### config.mk
export PLATFORM = sky130hd
export DESIGN_NAME = perf_counter_bank
export DESIGN_NICKNAME = d
export VERILOG_FILES = /design/src/rtl/perf_counter_bank.sv
export SDC_FILE = /design/constraint.sdc
export NUM_CORES = 2
export LEC_CHECK = 0
export BUFFER_PORTS_ARGS = -buffer_cell sky130_fd_sc_hd__buf_2
export CORE_MARGIN = 5
export CORE_UTILIZATION = 60
export DETAILED_ROUTE_END_ITERATION = 6
export PLACE_DENSITY_LB_ADDON = 0.12
export RECOVER_POWER = 50
export SYNTH_ARGS = -nofsm -noshare
export SYNTH_HDL_FRONTEND = slang
export SYNTH_SLANG_ARGS = --single-unit
### constraint.sdc
create_clock -name clk -period 3.73 [get_ports clk]
set_input_delay 0.746 -clock clk [delete_from_list [all_inputs] [get_ports clk]]
set_output_delay 0.746 -clock clk [all_outputs]
set_load 0.05 [all_outputs]
### src/rtl/perf_counter_bank.sv
// Performance counter bank: nine 64-bit event counters, freeze/clear control,
// and a request/response read port with a coherent hi/lo word split.
module perf_counter_bank #(
  parameter int CNT_WIDTH = 64
) (
  input  logic        clk,
  input  logic        reset,
  input  logic        exu_valid,
  input  logic        icache_start,
  input  logic        icache_isHit,
  input  logic        lsu_ren,
  input  logic        lsu_wen,
  input  logic        lsu_isWaiting,
  input  logic        branch_predict_success,
  input  logic        branch_predict_failed,
  input  logic        req_valid,
  output logic        req_ready,
  input  logic [4:0]  req_addr,
  output logic        rsp_valid,
  input  logic        rsp_ready,
  output logic [31:0] rsp_data,
  input  logic        ctrl_wen,
  input  logic [1:0]  ctrl_wdata
);

  localparam int NUM_CNT = 9;

  typedef enum logic {
    IDLE,
    RESP
  } state_t;

  state_t state_q, state_d;

  logic [NUM_CNT-1:0][CNT_WIDTH-1:0] cnt_q, cnt_d;
  logic [NUM_CNT-1:0]                event_vec;

  logic        freeze_q, freeze_d;
  logic        clear;
  logic        shadow_valid_q, shadow_valid_d;
  logic [31:0] shadow_hi_q, shadow_hi_d;
  logic [3:0]  shadow_idx_q, shadow_idx_d;
  logic [31:0] rsp_data_q, rsp_data_d;

  logic [3:0]           rd_idx;
  logic                 rd_hi;
  logic                 rd_in_range;
  logic [CNT_WIDTH-1:0] rd_cnt;
  logic [31:0]          rd_word;
  logic                 accept;

  assign event_vec = {branch_predict_failed,
                      branch_predict_success,
                      lsu_isWaiting,
                      lsu_wen,
                      lsu_ren,
                      icache_start & icache_isHit,
                      icache_start,
                      exu_valid,
                      1'b1};

  assign clear  = ctrl_wen & ctrl_wdata[1];
  assign accept = (state_q == IDLE) & req_valid;

  assign rd_idx      = req_addr[4:1];
  assign rd_hi       = req_addr[0];
  assign rd_in_range = rd_idx < 4'(NUM_CNT);

  // Counter update: clear beats increment, freeze blocks increments.
  always_comb begin
    for (int i = 0; i < NUM_CNT; i++) begin
      cnt_d[i] = cnt_q[i];
      if (clear) begin
        cnt_d[i] = '0;
      end else if (!freeze_q && event_vec[i]) begin
        cnt_d[i] = cnt_q[i] + CNT_WIDTH'(1);
      end
    end
    freeze_d = ctrl_wen ? ctrl_wdata[0] : freeze_q;
  end

  // Read mux sees pre-update counter values; a matching shadow serves the high word.
  always_comb begin
    rd_cnt = '0;
    for (int i = 0; i < NUM_CNT; i++) begin
      if (rd_idx == 4'(i)) begin
        rd_cnt = cnt_q[i];
      end
    end
    rd_word = 32'd0;
    if (rd_in_range) begin
      if (!rd_hi) begin
        rd_word = rd_cnt[31:0];
      end else if (shadow_valid_q && (shadow_idx_q == rd_idx)) begin
        rd_word = shadow_hi_q;
      end else begin
        rd_word = rd_cnt[CNT_WIDTH-1:32];
      end
    end
  end

  always_comb begin
    state_d        = state_q;
    rsp_data_d     = rsp_data_q;
    shadow_valid_d = shadow_valid_q;
    shadow_hi_d    = shadow_hi_q;
    shadow_idx_d   = shadow_idx_q;
    case (state_q)
      IDLE: begin
        if (req_valid) begin
          state_d    = RESP;
          rsp_data_d = rd_word;
          if (rd_in_range && !rd_hi) begin
            shadow_valid_d = 1'b1;
            shadow_hi_d    = rd_cnt[CNT_WIDTH-1:32];
            shadow_idx_d   = rd_idx;
          end
        end
      end
      RESP: begin
        if (rsp_ready) begin
          state_d = IDLE;
        end
      end
      default: state_d = IDLE;
    endcase
    if (clear) begin
      shadow_valid_d = 1'b0;
    end
  end

  always_ff @(posedge clk) begin
    if (reset) begin
      state_q        <= IDLE;
      cnt_q          <= '0;
      freeze_q       <= 1'b0;
      shadow_valid_q <= 1'b0;
      shadow_hi_q    <= 32'd0;
      shadow_idx_q   <= 4'd0;
      rsp_data_q     <= 32'd0;
    end else begin
      state_q        <= state_d;
      cnt_q          <= cnt_d;
      freeze_q       <= freeze_d;
      shadow_valid_q <= shadow_valid_d;
      shadow_hi_q    <= shadow_hi_d;
      shadow_idx_q   <= shadow_idx_d;
      rsp_data_q     <= rsp_data_d;
    end
  end

  assign req_ready = (state_q == IDLE);
  assign rsp_valid = (state_q == RESP);
  assign rsp_data  = rsp_data_q;

  logic unused_accept;
  assign unused_accept = accept;

endmodule

---- Yosys cells after proc, flatten, opt, wreduce, memory -nomap -nowiden ----
Cells that the tools add are included.
storage, ports and cells
  input bits .............................. 20
  memory bits (read-only) ................. 0
  latch bits .............................. 0
  register bits after elaboration ......... 647
  memory bits (writable) .................. 0
  output and inout bits ................... 34
  memories ................................ 0
  logic and storage cells ................. 68
operators by class
  multiplexer cells ....................... 15
  shifts and indexed selects .............. 0
  bitwise operators ....................... 3
  equal/unequal tests ..................... 9
  $add $sub $neg .......................... 9
  reductions and logical operators ........ 16
  $lt $le $gt $ge ......................... 1
  multiply operators ...................... 0
  divide/modulo/power cells ............... 0
operator list
  cell                                                                   number
  64-bit by 1-bit adder with 64-bit output, second input constant        9
  64-bit two-way mux                                                     9
  32-bit two-way mux                                                     3
  4-bit by 3-bit equality test with 1-bit output, second input constant  4
  1-bit logical AND                                                      10
  4-bit by 2-bit equality test with 1-bit output, second input constant  2
  4-bit by 1-bit equality test with 1-bit output, second input constant  1
  4-bit equality test                                                    1
  4-bit equality test, second input constant                             1
  4-bit logical NOT                                                      1
  4-bit < comparator, second input constant                              1
  3-bit AND reduction                                                    1
  1-bit bitwise AND                                                      2
  1-bit logical NOT                                                      2
  1-bit two-way mux                                                      2
  1-bit case mux with 2 select lines                                     1
  2-bit AND reduction                                                    1
  2-bit OR reduction                                                     1
  1-bit inverter                                                         1

---- Depth between registers and ports, before layout ----
  word-level depth ........................ 13
  mapped depth ............................ 11
  mapped depth without buffers ............ 7

---- Worst setup path after synthesis ----
Ideal clock, no wire load.
  path type ............................... input port to flip-flop
  start point ............................. input port req_addr[2]
  end point ............................... register rsp_data_q[0] (netlist: rsp_data[0])
  stages on the path ...................... 8
  arrival time ............................ 2.394 ns
  slack ................................... 1.213 ns
  buffers on the path ..................... 3
  data required time ...................... 3.606 ns
  cells stage by stage .................... buf_2 or4b_2 buf_2 clkbuf_1 o221ai_1 o21ai_0 a221oi_1 o21ai_0
on the way
  cells in the longest elaborated chain, start to end .. 13
ends and longest elaborated chain
  what                             RTL line  source
  from (decl)                      18        input logic [4:0] req_addr,
  4-bit logical NOT                86        if (rd_idx == 4'(i)) begin
  64-bit two-way mux (9 in a row)  86
  32-bit two-way mux               94        end else if (shadow_valid_q && (shadow_idx_q == rd_idx)) begin
  32-bit two-way mux               92        if (!rd_hi) begin
  32-bit two-way mux *             91        if (rd_in_range) begin
  to (signal assigned)             148       rsp_data_q <= rsp_data_d;
  to (decl)                        43        logic [31:0] rsp_data_q, rsp_data_d;
Mark *: on every way between the ends. The rest lies on a longest branch, timed or not.
A chain may end at the register's enable or synchronous reset.

---- Final worst setup path ----
  start point ............................. input port req_addr[2]
  end point ............................... register rsp_data_q[2] (netlist: rsp_data[2])
Same word-level chain as after synthesis.

==> flow_summary_export.csv <==
group,metric,value,unit
outcome,outcome,"finished with violations",
outcome,violations,"capacitance limit, slew limit",
sta,fin_setup_tns,0,ns
floorplan,start_util,0.606,
sta,rsz0062_at_grt,"no",
floorplan,core_area,0.0564,sq mm
route,drtPass1Iterations,7,
setup_path,critPathMaxStageDelay,0.76,ns
clocking,cts_resized,0,
route,postRouteAntennaNets,0,
layout,mostFrequentLayoutCell,"nor2_1",
clocking,cts_buffers,71,
setup_path,start_kind,"input port",
synthesis,synth_top_cell_by_area,"dfxtp_1",
sta,max_freq,0.287,GHz
sta,maxSlewViolCount,123,
setup_path,path_cells,"clkbuf_2 -> clkbuf_2 -> nor2_1 -> a21oi_1 -> o22ai_1 -> o21ai_0 -> o211ai_1 -> and3_1",
global_route,grt_max_degree,130,
pwr,max-vdd-ir-drop,0.000339,V
worst_hold_path,hold_path_class,"input port to register",
route,routed_via_density,6.45,
pwr,p_leak,12.5,nW
floorplan,std_cell_rows,87,
layout,regArea,0.0130,sq mm
synthesis,async_flop_share,0,
setup_path,r2r-start,"freeze_q",
sta,slew_headroom,-0.665,
global_route,grt_pass1_wl,179,mm
clocking,cts_hold_buf,0,
floorplan,ioPinCount,54,
synthesis,syn_area_per_cell,8.12,sq um
synthesis,syn_nets,4238,
place,routabilityCongestion,1.08,
route,vias,32200,
place,dpl_worst_slack,0.588,ns
clocking,clockBufferDepth,3,
setup_path,cpMostUsedCell,"clkbuf_2",
worst_hold_path,min_from,"rsp_ready",
clocking,path_clk_slew,0.07,ns
setup_path,critPathLaunch,"req_addr[2]",
sta,whs,0.385,ns
global_route,antenna_found_initial,7,
sta,finalHoldViolCount,0,
synthesis,synth_edf_count,0,
clocking,post-cts-setup-buffers,0,
setup_path,crit_fanout,38,
place,port_buffers,53,
sta,setup_ws,0.250,ns
layout,area_delta_synth_final,9.86,%
place,hpwl,88.0,mm
global_route,grt_remaining_overflow,0,
floorplan,dieArea,0.0618,sq mm
synthesis,ys.flop_type,"dfxtp_1",
pwr,power_per_cell_area,404,mW/mm^2
route,drc_errors,0,
synthesis,synth_top_area_share,0.379,
synthesis,ys_seq_area_frac,0.379,
layout,final_cell_mix,"nor2_1 (668), dfxtp_1 (647), nand2_1 (298), xor2_1 (249), xnor2_1 (242)",
synthesis,yosys_register_bits,647,
clocking,clock-sinks,647,
clocking,clock_latency,0.63,ns
sta,worst_pin_slew,2.50,ns
global_route,groute.usage.overall,0.364,
setup_path,critPathCaptureType,"register",
setup_path,crit_type,"input port to register",
layout,nFillCells,4939,
route,first_iter_violations,4734,
floorplan,die_x,249,um
clocking,htree_levels,3,
sta,setup-violations-final,0,
sta,clock-skew-final,0.0266,ns
synthesis,synth_cell_types,99,
layout,fin_cells,4998,
setup_path,cp.required,4.24,ns
setup_path,cp.arrival,3.99,ns
layout,drive_gt1_frac,0.0700,
route,routedWlPerCell,23.7,um
setup_path,critPathSlowestCell,"clkbuf_2",
clocking,cts-root-buf,"clkbuf_16",
sta,period_needed,3.48,ns
route,routed_wl,119,mm
clocking,cts_tree,"yes",
sta,final.period_utilization,0.933,
flow_run,cap_viol_max_count,1,
synthesis,ys_warn_count,0,
setup_path,path_delay_family,"buffers and inverters",
synthesis,synth.area.top_cells,"dfxtp_1 (38%), nor2_1 (7.3%), xor2_1 (6.4%)",
synthesis,netlist_area,0.0342,sq mm
layout,finalNetCount,4219,
setup_path,crit_buf_inv,2,
floorplan,dieHeight,249,um
synthesis,syn_inst,4209,
global_route,first_global_vias,28800,
layout,multi_input_area,0.0198,sq mm
place,dp.cells,4873,
==> per-stage QoR <==
stage                     utilization  cell area (sq um)  power (mW)
after floorplan                     -              34200        7.73
after global placement          0.627              35400        8.08
after detailed placement        0.627              35400        8.08
after CTS                       0.669              37700        15.2
after global routing            0.666              37500        15.5
final                           0.666              37500        15.2
==> power breakdown <==
part / leakage (nW) / internal, mW / total [mW] / switching (mW)
clock network: 1.17 / 4.29 / 7.22 / 2.93
logic: 6.07 / 0.272 / 0.960 / 0.687
registers: 5.22 / 6.95 / 7.01 / 0.0547
total: 12.5 / 11.5 / 15.2 / 3.67
==> sequential cells by signal, indices dropped and copies added (netlist names) <==
| name | flops |
|---|---|
| shadow_valid_q | 1 |
| rsp_data | 32 |
| rsp_valid | 1 |
| shadow_hi_q | 32 |
| cnt_q | 576 |
| freeze_q | 1 |
| shadow_idx_q | 4 |
==> worst paths after layout <==
path | endpoint | slack (ns) | cells after the start
min | rsp_valid | 0.39 | 3
min reg2reg | shadow_hi_q[8] | 0.46 | 2
max | rsp_data[2] | 0.25 | 8
max reg2reg | cnt_q[89] | 0.41 | 8
==> routing by layer <==
metal	global-route usage	part of all wire	wire [um]	vias to the layer above
met5	0	0.00020	24	-
met4	0.181	0.063	7490	4
met3	0.0860	0.12	13800	386
met2	0.542	0.42	49900	1799
met1	0.498	0.40	47300	15200
li1	-	-	-	14900
==> worst register-to-register path, stage by stage (launching register included) <==
cell      delay, ns
dfxtp_1        0.64
nor2b_1        0.36
clkbuf_1       0.37
nand4_1        0.22
nor3_1         0.56
clkbuf_1       0.58
nand2_1        0.18
xor2_1         0.16
nor2_1         0.05
==> kinds of logic (layout without fill, tap and decap cells) <==
group	count (synthesis)	in the layout	share of synthesized area
compound gates	699	699	0.131
xor+xnor	491	491	0.126
fa+ha+maj	9	9	0.00330
buf+inv	352	384	0.0422
flops	647	647	0.379
mux	114	114	0.0350
other cells	0	1	0
simple gates	1897	1897	0.284
==> cell usage after synthesis, drive strengths merged (95+ instances only) <==
cell,count
nand2,299
mux2i,97
a21oi,209
dfxtp,647
nand4,148
xor2,249
nand3,217
nor2,669
o21ai,138
nor3,102
clkbuf,179
xnor2,242
inv,95
==> final cells by class <==
type	instances	area share
Multi-Input combinational cell	3210	0.526
Sequential cell	647	0.345
Clock buffer	106	0.0568
Timing Repair Buffer	164	0.0309
Tap cell	756	0.0252
Inverter	96	0.00960
Clock inverter	18	0.00623
Antenna cell	1	0.0000667
(Power assumes the default switching activity.)
